$ cat src/rtl/neo_strand_monitor.sv
// Decodes a NeoPixel serial strand back into 24-bit GRB pixel words, reporting
// per-pixel results, frame boundaries (reset gaps) and pulse-width protocol errors.
module neo_strand_monitor #(
    parameter int NUM_PIXELS = 8,
    parameter int BIT_THRESH = 26,
    parameter int MIN_HIGH   = 5,
    parameter int MAX_HIGH   = 60,
    parameter int RESET_LOW  = 2500
) (
    input  logic                          clock,
    input  logic                          reset,
    input  logic                          neo_data,
    output logic                          pixel_valid,
    output logic [23:0]                   pixel_grb,
    output logic [$clog2(NUM_PIXELS)-1:0] pixel_num,
    output logic                          frame_done,
    output logic [$clog2(NUM_PIXELS):0]   frame_pixels,
    output logic                          frame_error,
    output logic                          overflow
);

    localparam int PW = $clog2(NUM_PIXELS);
    localparam int HW = $clog2(MAX_HIGH + 2);
    localparam int LW = $clog2(RESET_LOW + 1);

    localparam logic [HW-1:0] BIT_T   = HW'(BIT_THRESH);
    localparam logic [HW-1:0] MIN_T   = HW'(MIN_HIGH);
    localparam logic [HW-1:0] MAX_T   = HW'(MAX_HIGH);
    localparam logic [HW-1:0] HI_SAT  = HW'(MAX_HIGH + 1);
    localparam logic [LW-1:0] GAP_END = LW'(RESET_LOW - 1);
    localparam logic [PW:0]   PIX_MAX = (PW + 1)'(NUM_PIXELS);

    typedef enum logic [1:0] {WAIT_GAP, IDLE, HIGH, LOW} state_t;

    state_t         state;
    logic           sync1;
    logic           d_s;
    logic           d_prev;
    logic [HW-1:0]  hi_cnt;
    logic [LW-1:0]  lo_cnt;
    logic [4:0]     bit_cnt;
    logic [PW:0]    pix_cnt;
    logic [22:0]    shift_reg;

    logic           rise;
    logic           fall;
    logic           bit_val;
    logic [23:0]    new_word;

    assign rise     = d_s & ~d_prev;
    assign fall     = ~d_s & d_prev;
    assign bit_val  = (hi_cnt >= BIT_T);
    assign new_word = {shift_reg, bit_val};

    always_ff @(posedge clock or posedge reset) begin
        if (reset) begin
            state        <= WAIT_GAP;
            sync1        <= 1'b0;
            d_s          <= 1'b0;
            d_prev       <= 1'b0;
            hi_cnt       <= '0;
            lo_cnt       <= '0;
            bit_cnt      <= '0;
            pix_cnt      <= '0;
            shift_reg    <= '0;
            pixel_valid  <= 1'b0;
            pixel_grb    <= '0;
            pixel_num    <= '0;
            frame_done   <= 1'b0;
            frame_pixels <= '0;
            frame_error  <= 1'b0;
            overflow     <= 1'b0;
        end else begin
            sync1       <= neo_data;
            d_s         <= sync1;
            d_prev      <= d_s;
            pixel_valid <= 1'b0;
            frame_done  <= 1'b0;

            case (state)
                // Ignore the line until a full reset gap has been observed.
                WAIT_GAP: begin
                    if (d_s) begin
                        lo_cnt <= '0;
                    end else if (lo_cnt == GAP_END) begin
                        lo_cnt <= '0;
                        state  <= IDLE;
                    end else begin
                        lo_cnt <= lo_cnt + 1'b1;
                    end
                end

                IDLE: begin
                    if (rise) begin
                        hi_cnt      <= HW'(1);
                        bit_cnt     <= '0;
                        pix_cnt     <= '0;
                        frame_error <= 1'b0;
                        overflow    <= 1'b0;
                        state       <= HIGH;
                    end
                end

                HIGH: begin
                    if (fall) begin
                        lo_cnt <= LW'(1);
                        if (hi_cnt < MIN_T || hi_cnt > MAX_T) begin
                            frame_error <= 1'b1;
                            bit_cnt     <= '0;
                            state       <= WAIT_GAP;
                        end else begin
                            shift_reg <= new_word[22:0];
                            state     <= LOW;
                            if (bit_cnt == 5'd23) begin
                                bit_cnt <= '0;
                                if (pix_cnt == PIX_MAX) begin
                                    overflow <= 1'b1;
                                end else begin
                                    pixel_valid <= 1'b1;
                                    pixel_grb   <= new_word;
                                    pixel_num   <= pix_cnt[PW-1:0];
                                    pix_cnt     <= pix_cnt + 1'b1;
                                end
                            end else begin
                                bit_cnt <= bit_cnt + 1'b1;
                            end
                        end
                    end else if (hi_cnt != HI_SAT) begin
                        hi_cnt <= hi_cnt + 1'b1;
                    end
                end

                // Low time inside a frame is unchecked; only the reset gap ends it.
                LOW: begin
                    if (rise) begin
                        hi_cnt <= HW'(1);
                        state  <= HIGH;
                    end else if (lo_cnt == GAP_END) begin
                        frame_done   <= 1'b1;
                        frame_pixels <= pix_cnt;
                        if (bit_cnt != 5'd0) begin
                            frame_error <= 1'b1;
                        end
                        lo_cnt <= '0;
                        state  <= IDLE;
                    end else begin
                        lo_cnt <= lo_cnt + 1'b1;
                    end
                end

                default: state <= WAIT_GAP;
            endcase
        end
    end

endmodule

$ cat config.mk
export PLATFORM = sky130hd
export DESIGN_NAME = neo_strand_monitor
export DESIGN_NICKNAME = d
export VERILOG_FILES = /design/src/rtl/neo_strand_monitor.sv
export SDC_FILE = /design/constraint.sdc
export NUM_CORES = 1
export LEC_CHECK = 0
export ABC_AREA = 1
export CAP_MARGIN = 10
export CELL_PAD_IN_SITES_DETAIL_PLACEMENT = 1
export CELL_PAD_IN_SITES_GLOBAL_PLACEMENT = 1
export CORE_MARGIN = 10
export CORE_UTILIZATION = 39
export CTS_CLUSTER_DIAMETER = 80
export DETAILED_ROUTE_END_ITERATION = 6
export HOLD_SLACK_MARGIN = 0.15
export PLACE_DENSITY_LB_ADDON = 0.3
export REMOVE_ABC_BUFFERS = 1
export SLEW_MARGIN = 0
export SYNTH_ARGS = -nofsm -noshare
export SYNTH_HDL_FRONTEND = slang
export SYNTH_SLANG_ARGS = --single-unit
$ cat constraint.sdc
create_clock -name clock -period 3 [get_ports clock]
set_input_delay 0.6 -clock clock [delete_from_list [all_inputs] [get_ports clock]]
set_output_delay 0.6 -clock clock [all_outputs]
set_load 0.05 [all_outputs]
==> metrics.txt, run 1 <==
Setup violations, final 0; Min Clock Period, post-route 2.40 ns; floorplan die height 126 um; die area 15,900 um2; Worst Setup EP shift_reg[21]; Final ANT Viol Nets 0; vias about 3,600; Max IR drop VDD just over 0.0002 V; Yosys reg bits 90; Clock Tree Root clkbuf_16; Detailed Place HPWL about 7800 um; average wire per standard cell 15.0 um; synthesized area per cell around 8.1 um2; most common cell in the netlist nand2_1; Initial Utilization 0.401; ys flop type dfrtp_1; critical path buffer and inverter count 3; Sink Count 90; Residual DRC 0; EDFF count, synth 0; via density per instance between 5 and 6; min-delay worst type flop to flop; Die Span X roughly 130 um; I/O pins 38; Clock Tree Buf Depth 2; CTS Hold Buffers Added 0; Core Region around 11,000 um2; Tot GR Track Use 0.139; H-tree Lvls 3; Post-CTS Setup Bufs 0; share of the synthesized area in the top cell type 0.514; final wirelength between 10,000 and 15,000 um; cells on worst reg2reg path 10; first-pass GRT wire length approximately 18,000 um; cts bufs inserted 9; status finished, final reports clean; Worst path max stage delay about 0.45 ns; final hold violations 0; Netlist Area Pre-Place about 4400 um2; Worst Max-Slew Pin Slew around 0.57 ns; cts repair resizes 0; PwrDens between 400 and 500 nW/um2; critical setup path kind flop to flop; R2R Path Start hi_cnt[0]; CP Launch Point hi_cnt[0]; CP cell instances inv_1 > ha_1 > inv_1 > nand2_1 > nand3_1 > nand3_4 > nor2_8 > buf_4 > nand2_1 > o21ai_0; clk slew on worst S/H paths roughly 0.070 ns; # Max-Cap Violations 0; relative slew slack 0.621; Area Overhead vs Synth 16.7%; yosys warns 0; global route overflow 0; Max Clock Skew 0.00583 ns; Yosys top cell by area dfrtp_1; largest net degree at the start of global routing 42; Worst EP arrival 2.67 ns; top post-synthesis cells by area dfrtp_1, nand2_1, nand3_1; Slew Limit Fails 0; CP startpoint kind flop; final setup TNS 0 ns; final design utilization 0.468; gpl congestion 0.830; Crit. path cell count 10; slowest CP cell dfrtp_1; Commonest cells post-synth nand2_1, dfrtp_1, nand3_1; DR pass1 iterations 4; RSZ-0062 raised after global routing false; Initial DRC Count roughly 180; Async SR Flop Fraction 1.00; Clock Latency Late Sink approximately 0.35 ns; critical path's top delay family simple AND/OR/NAND/NOR gates; max reg flops 24; Seq/Total Area, Yosys 0.514; share of post-route cells with drive strength above 1 0.0728; Layout Nets ~580; Syn Inst Count approximately 540; Yosys cell types 32; Critical Path Sink Type flop; Ant. Diodes 0; FF-to-FF End shift_reg[21]; Cell Rows 38; FF-to-FF setup slack between 0.5 and 0.6 ns; CTS tree built; I/O Buffers 37; fmax 416 MHz; critical path peak fanout 31; via count of the first global-routing pass about 3,800; Worst Path Required approximately 3.3 ns; fin crit share 0.801; leakage power between 2 and 3 nW; initial antenna violation count 0
==> layout make-up <==
type                    count  area [um2]
repair buffers             41         413
inverters                  47         178
fillers                  1359        5820
well taps                 140         175
flip-flops and latches     90        2250
clock buffers              11         243
clock inverters             5        37.5
multi-input cells         383        1810
==> layer usage <==
metal / part of all wire / wire length [um] / global-route usage
met2: 0.51 / 5510 / 0.242
met4: 0.017 / 182 / 0.0482
met3: 0.036 / 384 / 0.0331
met5: 0 / 0 / 0
met1: 0.44 / 4710 / 0.163
==> report_power, final <==
group          switching (mW)  internal (mW)  leakage (nW)
logic                  0.0406         0.0119          1.28
clock network           0.506          0.590         0.133
registers             0.00787           1.22          1.25
total                   0.554           1.82          2.66
==> kinds of logic after synthesis <==
kind of cell | after synthesis | share of synthesized area
compound gates | 60 | 0.0748
xor+xnor | 2 | 0.00400
fa+ha+maj | 9 | 0.0257
buf+inv | 66 | 0.0717
flops | 90 | 0.514
simple gates | 312 | 0.310
==> cell usage in the layout (no fill, tap or decap), types with 2 or more instances in the layout <==
master,count
nand2_1,186
dfrtp_1,90
nand3_1,60
o21ai_0,47
inv_1,44
clkdlybuf4s50_1,37
nor2_1,36
ha_1,9
clkbuf_16,9
a21oi_1,8
nand4_1,6
nor2_2,5
nor3_1,5
nand2_2,4
buf_4,3
inv_2,2
or2_2,2
clkinv_2,2
nand3b_1,2
inv_6,2
clkinvlp_4,2
==> stage by stage <==
step | instance area, um2 | power (mW) | setup WS, ns | std cells | hold WS (ns)
after floorplan | 4240 | 1.28 | 0.0647 | 520 | 0.331
after global placement | 4830 | 1.30 | 0.789 | 701 | 0.339
after detailed placement | 4830 | 1.30 | 0.631 | 701 | 0.338
after CTS | 5110 | 2.40 | 0.583 | 717 | 0.357
after global routing | 5110 | 2.46 | 0.348 | 717 | 0.371
final | 5110 | 2.37 | 0.597 | 717 | 0.351
==> how the worst min path moves through the flow <==
stage	slack (ns)	to	from	cells past startpoint
3_5_place_dp	0.34	d_s	sync1	0
2_1_floorplan	0.33	d_s	sync1	0
4_1_cts	0.36	d_s	sync1	0
6_report	0.35	d_s	sync1	0
5_1_grt	0.37	d_s	sync1	0
3_3_place_gp	0.34	d_s	sync1	0
No activity file was read; power rests on OpenSTA's default activity.
==> run 2: changes to the inputs <==
--- a/config.mk
+++ b/config.mk
@@ -10,7 +10,7 @@
 export CELL_PAD_IN_SITES_DETAIL_PLACEMENT = 1
 export CELL_PAD_IN_SITES_GLOBAL_PLACEMENT = 1
 export CORE_MARGIN = 10
-export CORE_UTILIZATION = 39
+export CORE_UTILIZATION = 43
 export CTS_CLUSTER_DIAMETER = 80
 export DETAILED_ROUTE_END_ITERATION = 6
 export HOLD_SLACK_MARGIN = 0.15
==> constraint.sdc (replaced) <==
create_clock -name clock -period 2.4 [get_ports clock]
set_input_delay 0.48 -clock clock [delete_from_list [all_inputs] [get_ports clock]]
set_output_delay 0.48 -clock clock [all_outputs]
set_load 0.05 [all_outputs]
==> run 2 against run 1 <==
Core utilization increased by 4.6 points. Sequential power increased by 24%. Die area decreased by 7.9%. Critical path type is now flop to output port. Largest power group unchanged.
==> metrics.txt, run 2 (synthesized netlist as in run 1, its figures left out) <==
PwrDens 524 nW/um2 (+13%); Crit. path cell count 1 (-9); Tot GR Track Use 0.157 (+0.0181); Area Overhead vs Synth 15.7%; Worst Path Required 1.92 ns (-1.34 ns); min-delay worst type input pin to asynchronous set/reset pin; die area 14,600 um2 (-7.9%); cts repair resizes 0 (unchanged); DR pass1 iterations 4 (unchanged); via density per instance 5.08 (+0.42%); Initial DRC Count 245 (+35%); cts bufs inserted 9 (unchanged); Max IR drop VDD 0.000228 V (+13%); share of post-route cells with drive strength above 1 0.0808 (+0.00797); final setup TNS 0 ns (unchanged); Post-CTS Setup Bufs 0 (unchanged); I/O Buffers 37 (unchanged); global route overflow 0 (unchanged); clk slew on worst S/H paths 0.09 ns (+0.02 ns); cells on worst reg2reg path 10 (unchanged); Clock Tree Buf Depth 2 (unchanged); Setup Slack @ Placement 0.429 ns (-0.202 ns); critical path's top delay family buffers and inverters; # Max-Cap Violations 0 (unchanged); Slew Limit Fails 0 (unchanged); status finished, final reports clean; Die Span X 121 um (-4.0%); Worst path max stage delay 0.83 ns (+0.38 ns); final design utilization 0.514 (+0.0461); commonest non-fill, non-tap cell in the layout nand2_1; Cell Rows 36 (-5.3%); Final WS setup 0.363 ns (-0.234 ns); leakage power 2.65 nW (-0.30%); fin crit share 0.849; critical setup path kind flop to output port; max reg flops 24 (unchanged); Max Clock Skew 0.0107 ns (+0.00492 ns); CP startpoint kind flop; most frequent cells in the layout nand2_1, dfrtp_1, nand3_1; Clock Tree Root clkbuf_8; vias 3,634 (+0.14%); Min Clock Period, post-route 2.04 ns; average wire per standard cell 14.9 um (-1.3%); via count of the first global-routing pass 4,018 (+6.3%); Ant. Diodes 0 (unchanged); multi-input logic area 1810 um2 (unchanged); Inst Count DP 699 (-0.29%); Worst EP arrival 1.56 ns (-1.11 ns); Clock Latency Late Sink 0.36 ns (about the same); Final ANT Viol Nets 0 (unchanged); Residual DRC 0 (unchanged); initial antenna violation count 0 (unchanged); final wirelength 10,600 um (-1.6%); critical path peak fanout 2 (-94%); H-tree Lvls 3 (unchanged); first-pass GRT wire length 19,200 um (+3.7%); FF/Latch Area 2250 um2 (unchanged); Worst Max-Slew Pin Slew 0.529 ns (-0.0382 ns); slowest CP cell clkdlybuf4s50_1; largest net degree at the start of global routing 37 (-12%); relative slew slack 0.646 (+0.0248); CTS tree built; Setup violations, final 0 (unchanged); RSZ-0062 raised after global routing false; Detailed Place HPWL 7670 um (-1.7%); fmax 491 MHz; I/O pins 38 (unchanged); final hold violations 0 (unchanged); post-route insts no fill 715 (-0.28%); Critical Path Sink Type output port; CP cell instances clkdlybuf4s50_1; Core Region 9860 um2 (-9.8%); total of fill cells in the finished design 1,224 (-9.9%); Sink Count 90 (unchanged); gpl congestion 0.823 (-0.76%); Design Power 2.65 mW (+12%); Initial Utilization 0.444 (+0.0435); Layout Nets 589 (+0.86%); floorplan die height 121 um (-4.0%); CTS Hold Buffers Added 0 (unchanged); critical path buffer and inverter count 1 (-2)
[run 2: cell count changes in the layout (fill, tap and decap cells not counted), sizes merged]
| cell | before | now |
|---|---|---|
| buf | 4 | 9 |
| clkinv | 2 | 3 |
| clkinvlp | 2 | 1 |
| clkbuf | 11 | 10 |
| bufinv | 0 | 1 |
[run 2: stage by stage]
stage	instance area, um2	hold WS (ns)
4_1_cts	5070	0.348
3_3_place_gp	4870	0.338
5_1_grt	5070	0.378
2_1_floorplan	4240	0.331
3_5_place_dp	4870	0.339
6_report	5070	0.353
[run 2: final timing paths]
| path | from | endpoint | slack, ns |
|---|---|---|---|
| setup / recovery | pixel_grb[8] | pixel_grb[8] | 0.36 |
| hold / removal | reset | state[0] | 0.35 |
| setup reg to reg | hi_cnt[0] | shift_reg[22] | 0.45 |
| hold reg to reg | sync1 | d_s | 0.36 |
| max in group asynchronous | reset | overflow | 1.52 |
| min in group clock | sync1 | d_s | 0.36 |
[run 2: per-layer routing]
metal,share of wire,track usage,up-vias
li1,-,-,1791
met2,0.52,0.289,43
met1,0.44,0.176,1783
met4,0.019,0.0603,0
met5,0,0,-
met3,0.024,0.0265,17
[run 2: where the power goes]
group          internal [mW]  total [mW]  switching [mW]  leakage, nW
sequential              1.52        1.53         0.00990         1.25
combinational         0.0191      0.0698          0.0507         1.31
clock                  0.486        1.05           0.567       0.0971
[run 2: area by class of cell]
type,count,share of cell area
well taps,133,0.0328
inverters,47,0.0351
flip-flops and latches,90,0.445
clock inverters,6,0.0128
clock buffers,10,0.0252
multi-input cells,383,0.358
repair buffers,46,0.0914
==> run 3: changes to the inputs <==
--- a/config.mk
+++ b/config.mk
@@ -10,7 +10,7 @@
 export CELL_PAD_IN_SITES_DETAIL_PLACEMENT = 1
 export CELL_PAD_IN_SITES_GLOBAL_PLACEMENT = 1
 export CORE_MARGIN = 10
-export CORE_UTILIZATION = 43
+export CORE_UTILIZATION = 39
 export CTS_CLUSTER_DIAMETER = 80
 export DETAILED_ROUTE_END_ITERATION = 6
 export HOLD_SLACK_MARGIN = 0.15
==> constraint.sdc (replaced) <==
create_clock -name clock -period 1.7 [get_ports clock]
set_input_delay 0.34 -clock clock [delete_from_list [all_inputs] [get_ports clock]]
set_output_delay 0.34 -clock clock [all_outputs]
set_load 0.05 [all_outputs]
==> run 3 against run 2 <==
Sequential share of layout area fell by 4.9 points. Die area rose by 8.5%. Clock power rose by 110%. Largest power group is now the clock network. Cell area is 13% higher. Worst hold slack improved by 0.0041 ns. Largest cell class unchanged. Combinational power is 79% higher. Highest routed layer unchanged. First-iteration DRC count up 6.5%. Register-to-register slack lost 0.45 ns. Critical path depth up 7. Setup slack got worse by 0.36 ns. Wire length increased by 20%. Core utilization grew 0.81 points.
==> metrics.txt, run 3 (synthesized netlist as in run 1, its figures left out) <==
status finished, final reports clean; Final ANT Viol Nets 0 (unchanged); critical path peak fanout 21 (+19); clk slew on worst S/H paths 0.07 ns (-0.02 ns); # Max-Cap Violations 0 (unchanged); Setup violations, final 0 (unchanged); Inst Count DP 730 (+4.4%); Layout Nets 637 (+8.1%); Final WS setup 0.00248 ns (-0.360 ns); Cell Rows 38 (+5.6%); final design utilization 0.522 (+0.00805); Core Region 10,900 um2 (+11%); cts bufs inserted 9 (unchanged); max reg flops 24 (unchanged); Detailed Place HPWL 7900 um (+3.0%); Sink Count 90 (unchanged); FF-to-FF End shift_reg[7]; R2R Path Start hi_cnt[0]; largest net degree at the start of global routing 45 (+22%); RSZ-0062 raised after global routing true; Max Clock Skew 0.00746 ns (-0.00329 ns); I/O Buffers 37 (unchanged); critical setup path kind flop to flop; final wirelength 12,700 um (+20%); leakage power 3.04 nW (+14%); via density per instance 5.09 (about the same); first-pass GRT wire length 19,100 um (-0.26%); Clock Tree Root clkbuf_16; post-route cell area 5700 um2 (+13%); Die Span X 126 um (+4.2%); gpl congestion 0.874 (+6.1%); I/O pins 38 (unchanged); Setup Slack @ Placement -0.0355 ns (-0.465 ns); relative slew slack 0.748 (+0.102); Design Power 4.48 mW (+69%); PwrDens 786 nW/um2 (+50%); Ant. Diodes 0 (unchanged); Clock Tree Buf Depth 2 (unchanged); DR pass1 iterations 4 (unchanged); Worst Max-Slew Pin Slew 0.375 ns (-0.155 ns); commonest non-fill, non-tap cell in the layout nand2_1; Residual DRC 0 (unchanged); initial antenna violation count 0 (unchanged); average wire per standard cell 16.5 um (+11%); CP startpoint kind flop; final hold violations 0 (unchanged); CTS tree built; fmax between 500 and 600 MHz; final setup TNS 0 ns (unchanged); Max IR drop VDD 0.000568 V (+150%); Initial DRC Count 261 (+6.5%); vias 3,916 (+7.8%); Tot GR Track Use 0.143 (-0.0137); post-route insts no fill 770 (+7.7%); min-delay worst type input pin to asynchronous set/reset pin; die area 15,900 um2 (+8.5%); CTS Hold Buffers Added 0 (unchanged); global route overflow 0 (unchanged); via count of the first global-routing pass 4,061 (+1.1%); Clock Latency Late Sink 0.35 ns (about the same); Worst Path Required 1.92 ns (about the same); Placed Area 5000 um2 (+2.6%); Min Clock Period, post-route between 1.5 and 2 ns; cells on worst reg2reg path 8 (-2); fin crit share 0.999; Worst EP arrival 1.92 ns (+0.36 ns); H-tree Lvls 3 (unchanged); floorplan die height 126 um (+4.2%); Hold WS 0.357 ns (+0.00407 ns); Area Overhead vs Synth 30.2%; Initial Utilization 0.401 (-0.0435); Critical Path Sink Type flop; share of post-route cells with drive strength above 1 0.233 (+0.153); Slew Limit Fails 0 (unchanged); most frequent cells in the layout nand2_1, dfrtp_1, buf_4; FF-to-FF setup slack 0.002 ns (-0.45 ns)
==> run 3: changes by cell type in the layout (fill, tap and decap cells not counted), moves of 4 or more <==
cell	delta
buf_4	+67
buf_6	+5
clkbuf_16	+10
clkbuf_8	-9
clkdlybuf4s50_1	-35
nand2_1	-6
nand2_2	+6
nand3_1	-4
nand3_2	+4
nor2_4	+4
==> run 3: final cells by class <==
type                       count  area, um2
clock buffer                   9        225
clock inverter                 7       98.8
fill                        1314       5230
inverter                      47        178
multi-input combinational    386       1940
sequential                    90       2250
tap                          140        175
timing repair buffer          91        830
==> run 3: worst max-delay path by stage <==
stage                          to        from  cells past startpoint
floorplan              bit_cnt[0]       reset                      1
global placement     pixel_grb[0]   hi_cnt[0]                     10
detailed placement  pixel_grb[17]  bit_cnt[0]                      8
CTS                  pixel_num[2]  bit_cnt[1]                      9
global route         shift_reg[7]   hi_cnt[0]                      9
finish               shift_reg[7]   hi_cnt[0]                      8
==> run 3: where the power goes <==
group          internal [mW]  total [mW]  switching (mW)
combinational         0.0413       0.125          0.0840
sequential              2.15        2.16         0.00813
clock                   1.30        2.20           0.903
==> run 3: layer usage <==
layer | track usage | wire [um]
met3 | 0.0340 | 383
met5 | 0 | 0
met4 | 0.0650 | 291
met1 | 0.157 | 5310
met2 | 0.256 | 6710
==> run 3: timing repair <==
action,4_1_cts,5_1_grt
cloned,1,4
buffers inserted,9,10
pin swaps,2,6
setup endpoints to repair,27,72
gates resized for setup,7,31
endpoints found under the hold margin,0,0
==> run 3: worst max-delay path, stage by stage, from the launching register on <==
cell     delay [ns]
dfrtp_1        0.39
inv_1          0.09
buf_4          0.14
nand2_1        0.07
nand2_1        0.14
nand3_4        0.13
buf_4          0.23
o21ai_0        0.28
nand2_1        0.11
==> RTL edit (settings of run 2) <==
The 4 states of `state_t` get a Gray code encoding in 2 bits.
--- a/src/rtl/neo_strand_monitor.sv
+++ b/src/rtl/neo_strand_monitor.sv
@@ -31,5 +31,5 @@
     localparam logic [PW:0]   PIX_MAX = (PW + 1)'(NUM_PIXELS);
 
-    typedef enum logic [1:0] {WAIT_GAP, IDLE, HIGH, LOW} state_t;
+    typedef enum logic [1:0] {WAIT_GAP = 2'b00, IDLE = 2'b01, HIGH = 2'b11, LOW = 2'b10} state_t;
 
     state_t         state;
Formal check against the unedited RTL: same outputs for any inputs over 10 cycles, from zero or initial values and one cycle with reset high; not proved beyond that.
==> RTL edit against run 2 <==
Sequential cell count stayed put; area after synthesis is 6.4% higher; first-iteration DRC count is 32% lower; routed wire length is 4.5% lower; worst setup slack worse by 0.018 ns; global-route usage is 2.1 points lower; final area is 4.6% higher; non-clock buffer count is 3 lower; critical endpoint is now frame_pixels[2]; largest cell class unchanged.
Power is not compared: it rests on default switching activity, and its combinational part moved more than twofold at a synthesized area within 25%.
==> RTL edit: results (changes against run 2) <==
- Status: finished, final reports clean
- Sequential Power: 1740 µW
- Largest net degree at the start of global routing: 55 (+49%)
- Vias: 3,469 (-4.5%)
- Placer Congestion: 0.862 (+4.7%)
- ANT cells: 0 (unchanged)
- Top cells by area, synth: dfrtp_1 (48%), nand2_1 (10%), o21ai_2 (9.0%)
- Worst Skew: 0.0160 ns (+0.00521 ns)
- Placed cells: 688 (-1.6%)
- Achievable clock frequency: 486 MHz (-0.90%)
- Worst VDD drop: 0.473 mV
- CP startpoint: frame_pixels[2]
- CTS Buf Count: 9 (unchanged)
- Syn Area/Cell: 8.91 µm² (+9.7%)
- Register area share after synthesis: 48.3% (-3.1 points)
- First-pass GRT wire length: 17.1 mm (-11%)
- CTS max path bufs: 2 (unchanged)
- Met1 wire length: 4.76 mm (+2.6%)
- Layout cells sized above 1: 19.7% (+12 points)
- Max Used Layer: met4
- Final wirelength: 10.1 mm (-4.5%)
- Top Family by Delay on Critical Path: buffers and inverters
- DP HPWL: 7.49 mm (-2.4%)
- Filler Cells Inserted: 1,238 (+1.1%)
- R2r setup slk: 0.39 ns (-0.06 ns)
- Post-place setup slack: 0.419 ns (-0.0106 ns)
- Hold-critical path depth: 0
- Commonest cells post-synth: nand2_1 (130), dfrtp_1 (90), inv_1 (66)
- Arrival time at the worst endpoint: 1.58 ns (+0.02 ns)
- Iteration-0 DRC Markers: 167 (-32%)
- Compound-cell area share of the yosys netlist: 13.0% (+5.5 points)
- Final #Nets: 580 (-1.5%)
- Xor/xnor share of the synthesized area: 0.939% (+0.54 points)
- Yosys cell types: 33 (+3.1%)
- WHS: 0.355 ns (+0.00246 ns)
- Final Hold Fails: 0 (unchanged)
- Met2 Routed Length: 4.87 mm (-12%)
- Reg-to-Reg Start: hi_cnt[0]
- Vias in the first global route: 3,606 (-10%)
- Worst-path fanout max: 2 (unchanged)
- RR Endpoint: pixel_grb[10]
- P_comb: 1400 µW
- Routed wl met3: 410 µm (+58%)
- Worst-Margin Slew: 0.520 ns (-0.00998 ns)
- Mean routed wirelength per cell: 14.4 µm (-3.0%)
- Adder-Cell Fraction of Synth Area: 3.76% (+1.2 points)
- Hold Crit Class: flop to flop
- Worst setup path end: frame_pixels[2]
- CTS clock-pin slew for the worst setup and hold paths: 0.09 ns (about the same)
- Skew-Pair Late Insertion Delay: 0.36 ns (about the same)
- CTS Root Cell: clkbuf_8
- DP Area: 5100 µm² (+4.6%)
- Ys Warns: 0 (unchanged)
- Gr usage total: 13.6% (-2.1 points)
[RTL edit: cell types whose count changed after synthesis, sizes merged, moves of 2 or more]
cell / delta
a21oi: -2
clkbuf: -5
ha: +5
inv: +23
nand2: -35
nand3: -28
nand3b: -2
nand4: -2
nor2: +4
o21ai: +21
o21bai: +2
xor2: +4
[RTL edit: final cells by class]
cell class,count,area [µm²],share of cell area [%]
clock buffer,10,128,2.41
clock inverter,6,73.8,1.39
inverter,71,268,5.05
multi-input combinational,348,1970,37.1
sequential,90,2250,42.5
tap,136,170,3.21
timing repair buffer,43,440,8.31
[RTL edit: routing by layer]
metal | up-vias | GRT usage, %
met1 | 1689 | 17.8
met5 | - | 0
li1 | 1725 | -
met4 | 0 | 4.17
met3 | 10 | 2.26
met2 | 45 | 22.6
[RTL edit: cell families after synthesis]
| group | count (synthesis) |
|---|---|
| adders and majority gates | 14 |
| DFF | 90 |
| xor gates and xnor gates | 5 |
| and+or+nand+nor | 247 |
| buffers and inverters | 85 |
| AOI/OAI and AO/OA | 82 |
